### src/rtl/lcd_pkg.sv
// Shared types for the HD44780 4-bit write-only controller: FSM states,
// wait classes and the fixed power-on init sequence.
package lcd_pkg;

  typedef enum logic [2:0] {PWRUP, INIT, IDLE, SETUP, EHI, ELO, EXEC} state_t;

  typedef enum logic [1:0] {W_SHORT, W_LONG, W_GAP} wait_t;

  typedef struct packed {
    logic       is_byte;
    logic [7:0] val;
    wait_t      wt;
  } init_item_t;

  localparam logic [2:0] INIT_LAST = 3'd7;

  // Single-nibble entries carry their nibble in val[7:4].
  function automatic init_item_t init_item(input logic [2:0] idx);
    init_item_t it;
    case (idx)
      3'd0:    it = '{1'b0, 8'h30, W_GAP};
      3'd1:    it = '{1'b0, 8'h30, W_SHORT};
      3'd2:    it = '{1'b0, 8'h30, W_SHORT};
      3'd3:    it = '{1'b0, 8'h20, W_SHORT};
      3'd4:    it = '{1'b1, 8'h28, W_SHORT};
      3'd5:    it = '{1'b1, 8'h0C, W_SHORT};
      3'd6:    it = '{1'b1, 8'h01, W_LONG};
      default: it = '{1'b1, 8'h06, W_SHORT};
    endcase
    return it;
  endfunction

  // Clear display and return home need the long execution time.
  function automatic logic is_long_cmd(input logic rs, input logic [7:0] d);
    return !rs && (d == 8'h01 || d == 8'h02 || d == 8'h03);
  endfunction

endpackage

### src/rtl/lcd_nibble_tx.sv
// One HD44780 nibble strobe: SETUP (bus valid, E low), EHI (E high), ELO (E low).
// A start in the last ELO cycle chains the next nibble with no gap.
module lcd_nibble_tx
  import lcd_pkg::*;
#(
  parameter int SETUP_CYC = 2,
  parameter int EHI_CYC   = 8,
  parameter int ELO_CYC   = 27
) (
  input  logic       sys_clk,
  input  logic       rst_n,
  input  logic       i_start,
  input  logic [3:0] i_nib,
  input  logic       i_rs,
  output logic       o_done,
  output logic       o_e,
  output logic       o_rs,
  output logic [3:0] o_db
);

  localparam int MAXC = (SETUP_CYC > EHI_CYC) ?
                        ((SETUP_CYC > ELO_CYC) ? SETUP_CYC : ELO_CYC) :
                        ((EHI_CYC > ELO_CYC) ? EHI_CYC : ELO_CYC);
  localparam int CW = $clog2(MAXC + 2);

  state_t        r_phase;
  logic [CW-1:0] r_cnt;
  logic          r_e;
  logic          r_rs;
  logic [3:0]    r_db;

  assign o_done = (r_phase == ELO) && (r_cnt <= CW'(1));
  assign o_e    = r_e;
  assign o_rs   = r_rs;
  assign o_db   = r_db;

  // A load of 0 still dwells one cycle because every phase exits at count <= 1.
  always_ff @(posedge sys_clk or negedge rst_n) begin
    if (!rst_n) begin
      r_phase <= IDLE;
      r_cnt   <= '0;
      r_e     <= 1'b0;
      r_rs    <= 1'b0;
      r_db    <= 4'h0;
    end else if (i_start) begin
      r_phase <= SETUP;
      r_cnt   <= CW'(SETUP_CYC);
      r_e     <= 1'b0;
      r_rs    <= i_rs;
      r_db    <= i_nib;
    end else begin
      case (r_phase)
        SETUP: begin
          if (r_cnt <= CW'(1)) begin
            r_phase <= EHI;
            r_cnt   <= CW'(EHI_CYC);
            r_e     <= 1'b1;
          end else begin
            r_cnt <= r_cnt - CW'(1);
          end
        end
        EHI: begin
          if (r_cnt <= CW'(1)) begin
            r_phase <= ELO;
            r_cnt   <= CW'(ELO_CYC);
            r_e     <= 1'b0;
          end else begin
            r_cnt <= r_cnt - CW'(1);
          end
        end
        ELO: begin
          if (r_cnt <= CW'(1)) r_phase <= IDLE;
          else                 r_cnt   <= r_cnt - CW'(1);
        end
        default: ;
      endcase
    end
  end

endmodule

### src/rtl/lcd_ctrl.sv
// HD44780 4-bit write-only controller: power-up wait, fixed init sequence,
// then one byte per request as two nibbles followed by an execution wait.
//
// state | meaning
// PWRUP | post-reset power-up wait
// INIT  | load next init entry and launch its first nibble
// IDLE  | init complete, waiting for a request
// SETUP | nibble strobe running (lcd_nibble_tx walks SETUP/EHI/ELO)
// EXEC  | execution wait after the last nibble of an entry or byte
module lcd_ctrl
  import lcd_pkg::*;
#(
  parameter int SETUP_CYC      = 2,
  parameter int EHI_CYC        = 8,
  parameter int ELO_CYC        = 27,
  parameter int SHORT_WAIT_CYC = 1080,
  parameter int LONG_WAIT_CYC  = 44280,
  parameter int POWERUP_CYC    = 1080000,
  parameter int INIT_GAP_CYC   = 110700
) (
  input  logic       sys_clk,
  input  logic       rst_n,
  input  logic       req_valid,
  output logic       req_ready,
  input  logic       req_rs,
  input  logic [7:0] req_data,
  output logic       init_done,
  output logic       busy,
  output logic       lcd_e,
  output logic       lcd_rw,
  output logic       lcd_rs,
  output logic [3:0] lcd_db
);

  localparam int M1    = (POWERUP_CYC > INIT_GAP_CYC) ? POWERUP_CYC : INIT_GAP_CYC;
  localparam int M2    = (LONG_WAIT_CYC > SHORT_WAIT_CYC) ? LONG_WAIT_CYC : SHORT_WAIT_CYC;
  localparam int MAXW  = (M1 > M2) ? M1 : M2;
  localparam int CNT_W = ($clog2(MAXW + 1) > 21) ? $clog2(MAXW + 1) : 21;

  function automatic logic [CNT_W-1:0] wait_len(input wait_t wt);
    case (wt)
      W_LONG:  return CNT_W'(LONG_WAIT_CYC);
      W_GAP:   return CNT_W'(INIT_GAP_CYC);
      default: return CNT_W'(SHORT_WAIT_CYC);
    endcase
  endfunction

  state_t           r_state;
  logic [CNT_W-1:0] r_cnt;
  logic [2:0]       r_step;
  logic [3:0]       r_lo;
  logic             r_rs;
  logic             r_is_byte;
  logic             r_hi;
  wait_t            r_wt;
  logic             r_init_done;

  init_item_t w_item;
  logic       w_accept;
  logic       w_tx_done;
  logic       w_next_lo;
  logic       w_start;
  logic [3:0] w_nib;
  logic       w_rs;

  assign w_item    = init_item(r_step);
  assign req_ready = (r_state == IDLE) && r_init_done;
  assign w_accept  = req_valid && req_ready;
  assign w_next_lo = (r_state == SETUP) && w_tx_done && r_hi && r_is_byte;
  assign init_done = r_init_done;
  assign busy      = (r_state != IDLE);
  assign lcd_rw    = 1'b0;

  // The first nibble launches in the same cycle the entry is taken, so the
  // strobe's SETUP begins on the cycle after accept.
  always_comb begin
    w_start = 1'b0;
    w_nib   = r_lo;
    w_rs    = r_rs;
    if (w_accept) begin
      w_start = 1'b1;
      w_nib   = req_data[7:4];
      w_rs    = req_rs;
    end else if (r_state == INIT) begin
      w_start = 1'b1;
      w_nib   = w_item.val[7:4];
      w_rs    = 1'b0;
    end else if (w_next_lo) begin
      w_start = 1'b1;
    end
  end

  lcd_nibble_tx #(
    .SETUP_CYC (SETUP_CYC),
    .EHI_CYC   (EHI_CYC),
    .ELO_CYC   (ELO_CYC)
  ) u_tx (
    .sys_clk (sys_clk),
    .rst_n   (rst_n),
    .i_start (w_start),
    .i_nib   (w_nib),
    .i_rs    (w_rs),
    .o_done  (w_tx_done),
    .o_e     (lcd_e),
    .o_rs    (lcd_rs),
    .o_db    (lcd_db)
  );

  always_ff @(posedge sys_clk or negedge rst_n) begin
    if (!rst_n) begin
      r_state     <= PWRUP;
      r_cnt       <= CNT_W'(POWERUP_CYC);
      r_step      <= 3'd0;
      r_lo        <= 4'h0;
      r_rs        <= 1'b0;
      r_is_byte   <= 1'b0;
      r_hi        <= 1'b0;
      r_wt        <= W_SHORT;
      r_init_done <= 1'b0;
    end else begin
      case (r_state)
        PWRUP: begin
          if (r_cnt <= CNT_W'(1)) begin
            r_state <= INIT;
            r_step  <= 3'd0;
          end else begin
            r_cnt <= r_cnt - CNT_W'(1);
          end
        end
        INIT: begin
          r_lo      <= w_item.val[3:0];
          r_rs      <= 1'b0;
          r_is_byte <= w_item.is_byte;
          r_wt      <= w_item.wt;
          r_hi      <= 1'b1;
          r_state   <= SETUP;
        end
        IDLE: begin
          if (w_accept) begin
            r_lo      <= req_data[3:0];
            r_rs      <= req_rs;
            r_is_byte <= 1'b1;
            r_hi      <= 1'b1;
            r_wt      <= is_long_cmd(req_rs, req_data) ? W_LONG : W_SHORT;
            r_state   <= SETUP;
          end
        end
        SETUP: begin
          if (w_tx_done) begin
            if (w_next_lo) begin
              r_hi <= 1'b0;
            end else begin
              r_state <= EXEC;
              r_cnt   <= wait_len(r_wt);
            end
          end
        end
        EXEC: begin
          if (r_cnt <= CNT_W'(1)) begin
            if (r_init_done) begin
              r_state <= IDLE;
            end else if (r_step == INIT_LAST) begin
              r_init_done <= 1'b1;
              r_state     <= IDLE;
            end else begin
              r_step  <= r_step + 3'd1;
              r_state <= INIT;
            end
          end else begin
            r_cnt <= r_cnt - CNT_W'(1);
          end
        end
        default: r_state <= PWRUP;
      endcase
    end
  end

endmodule

### config.mk
export PLATFORM = sky130hd
export DESIGN_NAME = lcd_ctrl
export DESIGN_NICKNAME = d
export VERILOG_FILES = /design/src/rtl/lcd_pkg.sv /design/src/rtl/lcd_nibble_tx.sv /design/src/rtl/lcd_ctrl.sv
export SDC_FILE = /design/constraint.sdc
export NUM_CORES = 1
export LEC_CHECK = 0
export CORE_MARGIN = 1.5
export CORE_UTILIZATION = 55
export CTS_BUF_LIST = sky130_fd_sc_hd__clkbuf_2
export CTS_CLUSTER_SIZE = 24
export DETAILED_ROUTE_END_ITERATION = 10
export PLACE_DENSITY = 0.77
export SLEW_MARGIN = 30
export SYNTH_ARGS = -nofsm -noshare
export SYNTH_HDL_FRONTEND = slang
export SYNTH_SLANG_ARGS = --single-unit
### constraint.sdc
create_clock -name sys_clk -period 2.14 [get_ports sys_clk]
set_clock_uncertainty 0.15 [all_clocks]
set_input_delay 0.321 -clock sys_clk [delete_from_list [all_inputs] [get_ports sys_clk]]
set_output_delay 0.321 -clock sys_clk [all_outputs]
set_load 0.005 [all_outputs]
# Yosys cells after proc, flatten, opt, wreduce, memory -nomap -nowiden
# Cells that the tools add are included.
# W data, S select, Z words.
# classes
muxes,54
shift,0
reduce_logical,29
bitwise,0
multipliers,0
n_eq_ne,33
n_addsub,3
div_mod_pow,0
order_cmp,2
# op_table
operator,n
$pmux W11 S6,1
$mux W21,3
$pmux W21 S2,1
$mux W3,13
$pmux W17 S2,1
$eq A3 B3 Y1 const B,7
$le A21 B1 Y1 const B,1
$sub A21 B1 Y21 const B,1
$mux W5,4
$ne A2 B2 Y1 const B,9
$eq A8 B2 Y1 const B,2
$eq A3 B2 Y1 const B,5
$mux W1,15
$pmux W3 S5,1
$pmux W5 S3,1
$mux W4,3
$reduce_and A4 Y1,3
$reduce_and A5 Y1,2
$ne A3 B2 Y1 const B,3
$pmux W3 S3,1
$eq A8 B1 Y1 const B,1
$pmux W4 S2,1
$logic_and A1 B1 Y1,7
$eq A3 B1 Y1 const B,2
other kinds (20),33
# word_totals
mem_bits_ro,0
latch_bits,0
ff_bits,51
wordCells,135
ramBits,0
mem_count,0

# Logic depth before layout (Yosys ltp)
# logic_depth
depth_word,10
ltp_mapped,8
ltp_nobuf,7

# By module
# A second synthesis with hierarchy kept.
# hier_totals
hier_cells,353
area_unflattened_um2,3155.5
# modules_own_cells
module,area_per_inst_um2,instances,seq_area_each_um2,cells_per_inst
lcd_ctrl,2313.5,1,935.9,264
lcd_nibble_tx,842.1,1,351.6,89

# Worst setup path before layout
# OpenSTA, ideal clock, no wires.
# synth_timing
kind,reg2reg
from,register u_tx.r_cnt[1]
to,"register u_tx.r_db[0], in the netlist u_tx.o_db[0]"
synth_period_minus_slack_ps,2275
path_stages_with_launch,9
path_slack_ps,-135
arrival_ps,2001
n_path_buf,1
t_required_ps,1865
path_cell_list,dfrtp_1 inv_1 ha_1 o21bai_2 nand2_2 or4_1 buf_2 nand2_4 mux2_2
# synth_via
elab_chain_cells,8
# synth_lines
element,line_no,rtl
from (decl),lcd_nibble_tx.sv:27,logic [CW-1:0] r_cnt;
from (signal assigned),lcd_nibble_tx.sv:47,r_cnt <= CW'(SETUP_CYC);
from (signal assigned),lcd_nibble_tx.sv:56,r_cnt <= CW'(EHI_CYC);
from (signal assigned),lcd_nibble_tx.sv:59,r_cnt <= r_cnt - CW'(1);
$le A5 B1 Y1,lcd_nibble_tx.sv:32,assign o_done = (r_phase == ELO) && (r_cnt <= CW'(1));
$logic_and A1 B1 Y1,lcd_nibble_tx.sv:32,
$logic_and A1 B1 Y1 (3 in series),lcd_ctrl.sv:69,assign w_next_lo = (r_state == SETUP) && w_tx_done && r_hi && r_is_byte;
$mux W1,lcd_ctrl.sv:88,end else if (w_next_lo) begin
$mux W1,lcd_ctrl.sv:84,end else if (r_state == INIT) begin
$mux W1,lcd_ctrl.sv:80,if (w_accept) begin
to (signal assigned),lcd_nibble_tx.sv:50,r_db <= i_nib;
to (decl),lcd_nibble_tx.sv:30,logic [3:0] r_db;
# Every way passes these cells.
# A chain may end at the register's enable or synchronous reset.

# Worst setup path in the final report
# layout_timing
from,register u_tx.r_cnt[1]
to,"register u_tx.r_db[1], in the netlist u_tx.o_db[1]"
# The elaborated chain is that of the path after synthesis.

==> flow_metrics.env <==
export IMPL_crit_family="simple AND/OR/NAND/NOR gates"
export IMPL_num_fill_cells=448
export IMPL_cp_cell_sequence="inv_2 -> ha_4 -> o21bai_4 -> nand2_4 -> or4_4 -> nand2_8 -> mux2_4"
export IMPL_cts_tree="yes"
export IMPL_clk_pin_slew_ns=0.28
export IMPL_via_per_inst=6.18
export IMPL_nets=443
export IMPL_die_h_um=80.1
export IMPL_pre_cts_slack_ns=0.00993
export IMPL_crit_path_max_fanout=5
export IMPL_stdcell_count=492
export IMPL_arrival_ns=2.31
export IMPL_cp_required_ns=2.36
export IMPL_slowest_stage="or4_4"
export IMPL_drv_slew=0
export IMPL_r2r_start="u_tx.r_cnt[1]$_DFFE_PN0P_"
export IMPL_setup_worst_path_start_class="flop"
export IMPL_final_util_pct=72.8
export IMPL_ys_ff_latch=51
export IMPL_wl_per_cell_um=16.6
export IMPL_powerDensity_nw_per_um2=345
export IMPL_root_buffer="clkbuf_2"
export IMPL_coreArea_um2=5610
export IMPL_hold_class="primary input to asynchronous set/reset pin"
export IMPL_timing_final_ws_setup_ns=0.0476
export IMPL_synth_area_um2=3270
export IMPL_rr_worst_depth=7
export IMPL_period_share_pct=97.8
export IMPL_numPortBuffers=20
export IMPL_initial_core_util_pct=58.3
export IMPL_dieArea_um2=6420
export IMPL_htreeDepth=2
export IMPL_status="finished clean"
export IMPL_dp_cells=471
export IMPL_rsz0062_at_grt="true"
export IMPL_crit_type="flop to flop"
export IMPL_drv_cap=0
export IMPL_vias=3043
export IMPL_wirelength_mm=8.15
export IMPL_grt_remaining_overflow=0
export IMPL_layout_drive_gt1_share_pct=26.2
export IMPL_row_count=27
export IMPL_netlist_instances=358
export IMPL_setup_viol=0
export IMPL_peakVddDrop_v=0.000272
export IMPL_end_kind="flop"
export IMPL_die_x_um=80.1
export IMPL_async_flop_share_pct=100
export IMPL_finalPower_mw=1.41
export IMPL_avgSynthCellArea_um2=9.14
export IMPL_fmax_mhz=478
export IMPL_numCtsBuffers=5
export IMPL_yosysUniqueCellTypes=69
export IMPL_insertion_delay_ns=0.45
export IMPL_hold_viol=0
export IMPL_syn2layout_area_growth_pct=24.9
export IMPL_drc=0
export IMPL_whs_ns=0.186
export IMPL_dp_hpwl_mm=5.81
export IMPL_grt_total_usage_pct=26.7
export IMPL_gp_congestion=0.913
export IMPL_grt_max_degree=52
export IMPL_grt_pass1_wl_mm=13.5
export IMPL_multi_input_area_um2=2000
export IMPL_drtIter0Drc=176
export IMPL_p_leak_nw=1.75
export IMPL_r2r_end="u_tx.o_db[1]$_DFFE_PN0N_"
export IMPL_slowest_delay_ns=0.58
export IMPL_period_needed_ns=2.09
export IMPL_reg2reg_slack_ns=0.05
export IMPL_path_buf_inv=1
export IMPL_seqCellArea_um2=1290
export IMPL_antenna_left=0
export IMPL_synth_nets=382
export IMPL_ys_seq_area_share_pct=39.4
export IMPL_first_pass_iters=4
export IMPL_synth_edf_count=0
export IMPL_dominantRegCellSynth="dfrtp_1"
export IMPL_antenna_found_initial=0
export IMPL_clk_path_buf_depth=2
export IMPL_ios=22
export IMPL_grt_pass1_vias=2862
export IMPL_cts_sink_count=51
export IMPL_yosysWarnings=0
export IMPL_diodes=0
[power breakdown]
part | leakage [nW] | switching (mW) | total [mW] | internal, mW
Combinational | 1.10 | 0.0260 | 0.0486 | 0.0225
Clock | 0.0304 | 0.312 | 0.392 | 0.0803
Sequential | 0.623 | 0 | 0.967 | 0.967
[worst max-delay path by stage]
stage / from / endpoint / slack, ns / cells after the start
6_report: u_tx.r_cnt[1]$_DFFE_PN0P_ / u_tx.o_db[1]$_DFFE_PN0N_ / 0.05 / 7
3_3_place_gp: req_valid / u_tx.o_db[1]$_DFFE_PN0N_ / 0.08 / 6
5_1_grt: r_cnt[10]$_DFFE_PN0P_ / r_cnt[19]$_DFFE_PN0P_ / -0.07 / 6
2_1_floorplan: u_tx.r_cnt[1]$_DFFE_PN0P_ / u_tx.o_db[0]$_DFFE_PN0N_ / -0.006 / 8
4_1_cts: r_state[2]$_DFFE_PN0P_ / u_tx.o_db[0]$_DFFE_PN0N_ / 0.02 / 5
3_5_place_dp: req_valid / u_tx.o_db[0]$_DFFE_PN0N_ / 0.01 / 6
[state kept, by name (all words and copies together), names as in the netlist, 2 cells and up]
name          flops
r_step            3
u_tx.o_db         4
u_tx.r_phase      3
r_wt              2
r_cnt            21
u_tx.r_cnt        5
r_state           3
r_lo              4
[layout make-up]
type | count | share of cell area, %
Clock buffer | 6 | 0.735
Clock inverter | 2 | 0.214
Inverter | 15 | 1.38
Multi-Input combinational cell | 275 | 49.1
Sequential cell | 51 | 31.5
Tap cell | 72 | 2.21
Timing Repair Buffer | 71 | 14.9
[routing by layer]
layer	track usage [%]	wire, um	vias to the layer above
li1	-	-	1458
met5	0	0	-
met4	7.24	83	0
met1	37.2	3770	1495
met2	42.4	3920	78
met3	5.00	371	12
[kinds of logic (layout without fill, tap and decap cells)]
logic type,count (synthesis),count (layout),synth area share [%]
AOI/OAI and AO/OA,106,106,23.1
and+or+nand+nor,142,142,24.3
adders and majority gates,12,12,4.59
buffers and inverters,32,94,4.13
muxes,12,12,3.94
xor gates and xnor gates,2,2,0.536
DFF,51,51,39.4
other,1,1,0.115
[cell usage after synthesis, drive strengths merged, types with 4 or more instances]
cell type | instances | area (um2)
o21ai | 25 | 129
clkbuf | 12 | 45.0
nor3 | 19 | 128
o41ai | 4 | 35.0
nand3b | 4 | 30.0
a2bb2oi | 4 | 35.0
nor2 | 23 | 86.3
nor4 | 7 | 73.8
o311ai | 5 | 43.8
buf | 5 | 33.8
a21o | 4 | 30.0
mux2i | 8 | 80.1
a21oi | 17 | 92.6
and3 | 4 | 25.0
dfrtp | 42 | 1050
inv | 15 | 56.3
mux2 | 4 | 48.8
a31oi | 7 | 43.8
nand2 | 42 | 168
ha | 12 | 150
nand3 | 11 | 55.1
dfstp | 9 | 236
nor2b | 5 | 31.3
nand4 | 5 | 37.5
o211ai | 11 | 87.6
or3 | 4 | 25.0
[metrics by stage]
step / cell area (um2) / setup TNS (ns)
6_report: 4090 / 0
2_1_floorplan: 3310 / -0.0191
3_5_place_dp: 3820 / 0
3_3_place_gp: 3820 / 0
5_1_grt: 4090 / -0.226
4_1_cts: 3910 / 0
[worst min-delay path, delay by kind of cell]
| kind | cells | cell delay (ns) |
|---|---|---|
| buf+inv | 3 | 0.90 |
[timing repair]
item / in CTS / in global routing
endpoints found under the setup margin: 2 / 24
pin swaps: 0 / 6
resized for setup: 4 / 29
setup buffers: 5 / 7
hold buffers: 1 / 0
hold endpoints to repair: 51 / 0
[cells in the final DEF, fill, tap and decap left out, types with 5 or more instances in the layout]
cell and n:
nand3_1 9, o21ai_0 23, ha_1 11, dfrtp_1 41
buf_4 47, inv_1 12, nor3_1 14, nand2_1 40
a21oi_1 15, nor2b_1 5, a31oi_1 7, nor2_1 22
mux2i_1 8, o211ai_1 10, clkdlybuf4s50_1 17, dfstp_2 9
clkbuf_2 6
No activity file was read; power rests on OpenSTA's default activity.
